$ cat src/rtl/free_list.sv
// free_list: circular FIFO of free physical register numbers, popped by rename, pushed by ROB retirement
// Ports:
//   clk, reset (sync, active-low)
//   alloc_req / alloc_preg / alloc_ok : rename pops the head preg when alloc_ok
//   free_en / free_preg               : retirement pushes an old preg (p0 never recycled)
//   ckpt_en / ckpt_tag                : snapshot read pointer for a branch, indexed by ROB tag
//   mispredict / mispredict_tag       : restore read pointer from the branch's snapshot
//   count / empty / overflow_err      : occupancy, empty flag, sticky push-while-full flag
module free_list #(
  parameter int NUM_PREG  = 128,
  parameter int NUM_ARCH  = 32,
  parameter int DEPTH     = NUM_PREG - NUM_ARCH,
  parameter int PREG_W    = 7,
  parameter int TAG_W     = 5,
  parameter int ROB_DEPTH = 16
) (
  input  logic              clk,
  input  logic              reset,
  input  logic              alloc_req,
  output logic [PREG_W-1:0] alloc_preg,
  output logic              alloc_ok,
  input  logic              free_en,
  input  logic [PREG_W-1:0] free_preg,
  input  logic              ckpt_en,
  input  logic [TAG_W-1:0]  ckpt_tag,
  input  logic              mispredict,
  input  logic [TAG_W-1:0]  mispredict_tag,
  output logic [6:0]        count,
  output logic              empty,
  output logic              overflow_err
);
  localparam int IW = $clog2(DEPTH);
  localparam int CW = $clog2(ROB_DEPTH);
  logic [PREG_W-1:0] mem [DEPTH];
  logic [IW:0] ckpt [ROB_DEPTH];
  logic [IW:0] rptr, wptr, rptr_pop;
  logic full, pop, push_try, push;
  logic unused_tag;
  // pointer is {wrap, index}; index wraps at DEPTH-1 rather than a power of two
  function automatic logic [IW:0] inc(input logic [IW:0] p);
    return (p[IW-1:0] == IW'(DEPTH - 1)) ? {~p[IW], IW'(0)} : p + 1'b1;
  endfunction
  assign unused_tag = ^{ckpt_tag[TAG_W-1:CW], mispredict_tag[TAG_W-1:CW]};
  assign count = (rptr[IW] == wptr[IW]) ? 7'(wptr[IW-1:0]) - 7'(rptr[IW-1:0])
                                        : 7'(DEPTH) + 7'(wptr[IW-1:0]) - 7'(rptr[IW-1:0]);
  assign empty      = count == 7'd0;
  assign full       = count == 7'(DEPTH);
  assign alloc_ok   = !empty;
  assign alloc_preg = mem[rptr[IW-1:0]];
  assign pop        = alloc_req && !empty && !mispredict;
  assign push_try   = free_en && free_preg != '0;
  // a same-cycle pop frees a slot, so a push into a full list is still accepted
  assign push       = push_try && (!full || pop);
  assign rptr_pop   = pop ? inc(rptr) : rptr;
  always_ff @(posedge clk) begin
    if (!reset) begin
      for (int i = 0; i < DEPTH; i++) mem[i] <= PREG_W'(NUM_ARCH + i);
      for (int i = 0; i < ROB_DEPTH; i++) ckpt[i] <= '0;
      rptr         <= '0;
      wptr         <= {1'b1, IW'(0)};
      overflow_err <= 1'b0;
    end else begin
      rptr <= mispredict ? ckpt[mispredict_tag[CW-1:0]] : rptr_pop;
      if (push) begin
        mem[wptr[IW-1:0]] <= free_preg;
        wptr              <= inc(wptr);
      end
      if (push_try && !push) overflow_err <= 1'b1;
      // snapshot includes the branch's own same-cycle allocation
      if (ckpt_en && !mispredict) ckpt[ckpt_tag[CW-1:0]] <= rptr_pop;
    end
  end
endmodule
$ cat config.mk
export PLATFORM = sky130hd
export DESIGN_NAME = free_list
export DESIGN_NICKNAME = d
export VERILOG_FILES = /design/src/rtl/free_list.sv
export SDC_FILE = /design/constraint.sdc
export NUM_CORES = 2
export LEC_CHECK = 0
export BUFFER_PORTS_ARGS = -buffer_cell sky130_fd_sc_hd__buf_2
export CORE_ASPECT_RATIO = 0.5
export CORE_MARGIN = 2
export CORE_UTILIZATION = 40
export CTS_CLUSTER_DIAMETER = 200
export DETAILED_ROUTE_END_ITERATION = 8
export RECOVER_POWER = 25
export SLEW_MARGIN = 10
export SYNTH_ARGS = -nofsm -noshare
export SYNTH_HDL_FRONTEND = slang
export SYNTH_SLANG_ARGS = --single-unit
$ cat constraint.sdc
create_clock -name clk -period 5.3 [get_ports clk]
set_clock_uncertainty 0.2 [all_clocks]
set_input_delay 0.53 -clock clk [delete_from_list [all_inputs] [get_ports clk]]
set_output_delay 0.53 -clock clk [all_outputs]
set_load 0.01 [all_outputs]
==> impl_results.md <==
- Antenna diodes: 0
- RD Place Congestion: 0.932
- FF+latch count, synth: 1,041
- Die W: 483 µm
- Die area: 118,000 µm²
- Filler instances: a little under 10,000
- Setup TNS Final: 0 ns
- Routed WL: 136 mm
- Via density: 5.94
- Core ar.: 113,000 µm²
- Overflow left after global routing: 0
- HP Class: primary input to register
- Synth Warn #: 0
- Top_reg_cell synth: edfxtp_1
- Synth-to-Final Area Change: 13.1%
- PwrDens: 346 nW/µm²
- Number of global-route vias before repair: around 28,000
- Top-area cell type share of the netlist area: 66.9%
- Design Power: 0.0180 W
- Slew HR: -125%
- Maximum vdd ir drop: 0.244 mV
- Pleak: 15.0 nW
- Synth area leaders: edfxtp_1 (67%), mux4_2 (16%), nand2_1 (3.9%)
- Clock buffer count from CTS: 94
- Worst slew pin tran: 3.37 ns
- Fin util: a little under half
- Asr flop ratio synth: 0%
- Max FO, Critical Path: 29
- First-pass GRT wire length: 196 mm
- Outcome: finished, violations left
- PortBufs: 37
- Final HPWL DP: 88.4 mm
- Largest area contributor in the netlist: edfxtp_1
- Clk buf depth: 3
- Nets: 3,182
- Placement-stage cell area: between 40,000 and 50,000 µm²
- RSZ-0062 raised after global routing: no
- Syn Inst Count: 3,007
- Largest stage delay, worst path: 0.72 ns
- Chip Height: 244 µm
- # IOs: 40
- DR WL/cell: 28.7 µm
- Worst EP required: 4.57 ns
- Setup violators final: 0
- Max-slew violations: 264
- Initial Util: 40.5%
- FF/Latch Area: between 30,000 and 40,000 µm²
- Post-route cell area: 52,000 µm²
- Multi-input gate area: 13,900 µm²
- Syn avg cell area: 15.3 µm²
- Most frequent cells after synthesis: edfxtp_1 (1,024), nand2_1 (473), nor2_1 (464), mux4_2 (320), clkbuf_1 (143)
- Critical Path End Type: primary output
- Crit path launch type: register
- Initial antenna violation count: 2
- Starting DRT DRC Count: just over 4,000
- Mapped Nets: slightly above 3,000
- H-tree depth: 3
- Final WS setup: 0.317 ns
- Mapped Area: ~46,000 µm²
- Cell mode on critical path: buf_4
- Failing checks: capacitance limit, slew limit
- Critical path's slowest cell: buf_4
- Clk pin slew, worst setup/hold paths: ~0.07 ns
- Layout cells sized above 1: 22.5%
- Drc violations: 0
- Post-CTS Resized: 0
- Largest net degree at the start of global routing: between 100 and 150
- Fmax: 0.201 GHz
- Clk sinks: 1,041
- Period minus WS final: 4.98 ns
- TritonCTS clock tree: yes
- Clk Latency, worst-skew pair: 0.72 ns
- Crit path cell chain: inv_4, buf_4, buf_4, mux4_2, mux2i_1, a221oi_1, buf_2
- Drt pass-1 iters: 6
- DP Worst Slack: between 0.6 and 0.7 ns
- Row count: a little under 90
- Clock root cell: clkbuf_16
- Gr usage total: 23.1%
- Max-Cap Viols: 6
- Crit path DAT: 4.25 ns
- Setup CP Type: register to primary output
- Number of enable flip-flop cells after synthesis: 1,024
- Final Cycle Share: 94.0%
- Yosys cell types: 67
- Antenna Nets Post-Route: 0
- Most frequent cell after synthesis: edfxtp_1
- Sequential fraction of the synthesis area: 67.7%
- Total number of vias: 28,100
- Hold violation total from the final report: 0
## worst max-delay path: cells and delay by family (launching register included)
kind            cells  cell delay [ns]
compound gates      1             0.30
flops               1             0.42
buf+inv             4             1.60
mux                 2             1.17
## sequential cells by signal (all words and copies together) (netlist names)
register and flops:
wptr 8, ckpt 128, overflow_err 1, rptr 8, mem 896
## stage by stage
| stage | hold WS, ns | cells |
|---|---|---|
| floorplan | 0.302 | 3007 |
| global placement | 0.311 | 4555 |
| detailed placement | 0.311 | 4555 |
| CTS | 0.000905 | 4732 |
| global route | 0.00274 | 4732 |
| finish | 0.0319 | 4732 |
## cells by family (layout without fill, tap and decap cells)
| group | after synthesis | after routing | synth area share (%) |
|---|---|---|---|
| AND/OR/NAND/NOR | 1091 | 1091 | 9.69 |
| XOR/XNOR | 9 | 9 | 0.188 |
| flip-flops | 1041 | 1041 | 67.7 |
| buffers and inverters | 243 | 455 | 2.19 |
| multiplexers | 352 | 352 | 16.4 |
| adder cells (fa/ha/maj) | 19 | 19 | 0.615 |
| AO/OA/AOI/OAI | 252 | 252 | 3.23 |
## path summary, 6_finish.rpt
check / start / endpoint / slack, ns / depth (start not counted)
setup reg to reg: rptr[2]$_SDFF_PN0_ / mem[101][5]$_DFFE_PP_ / 0.41 / 12
hold / removal: free_en / wptr[4]$_SDFFE_PN0N_ / 0.03 / 3
setup / recovery: rptr[3]$_SDFF_PN0_ / alloc_preg[5] / 0.32 / 7
hold reg to reg: overflow_err$_SDFFE_PN0P_ / overflow_err$_SDFFE_PN0P_ / 0.33 / 2
## power by group
part,internal [W],total [W],switching (W)
Combinational,0.000629,0.00169,0.00106
Sequential,0.00914,0.00919,0.0000433
Clock,0.00391,0.00707,0.00317
## area by class of cell
class | instances | area share (%)
flip-flops and latches | 1041 | 59.9
repair buffers | 260 | 3.53
well taps | 1513 | 3.64
clock buffers | 114 | 4.71
multi-input cells | 1723 | 26.8
inverters | 20 | 0.149
clock inverters | 61 | 1.32
## timing repair
| action | CTS | global route |
|---|---|---|
| buffers inserted | 0 | 0 |
| hold endpoints to repair | 4 | 0 |
| hold buffers | 2 | 0 |
## per-layer routing
metal | up-vias | routed length, µm | track usage, %
met5 | - | 0 | 0
met1 | 14600 | 54800 | 32.9
li1 | 11700 | - | -
met4 | 0 | 4570 | 7.60
met2 | 1535 | 62400 | 35.8
met3 | 227 | 14200 | 4.65
## placed cells by master, fill, tap and decap left out, types with 8 or more instances in the layout
cell type,instances
o21ai_0,109
mux2_2,15
buf_4,200
a21oi_1,92
nand4_1,12
nand3_1,47
nand2b_1,8
clkinv_2,14
buf_2,22
edfxtp_1,1024
ha_1,13
clkbuf_16,95
inv_1,18
bufinv_16,12
nor2_1,465
clkbuf_1,51
nor3_1,22
mux2i_1,17
dfxtp_1,13
mux4_2,320
clkinv_1,27
nand2_1,473
Power figures use the tool's default switching activity.
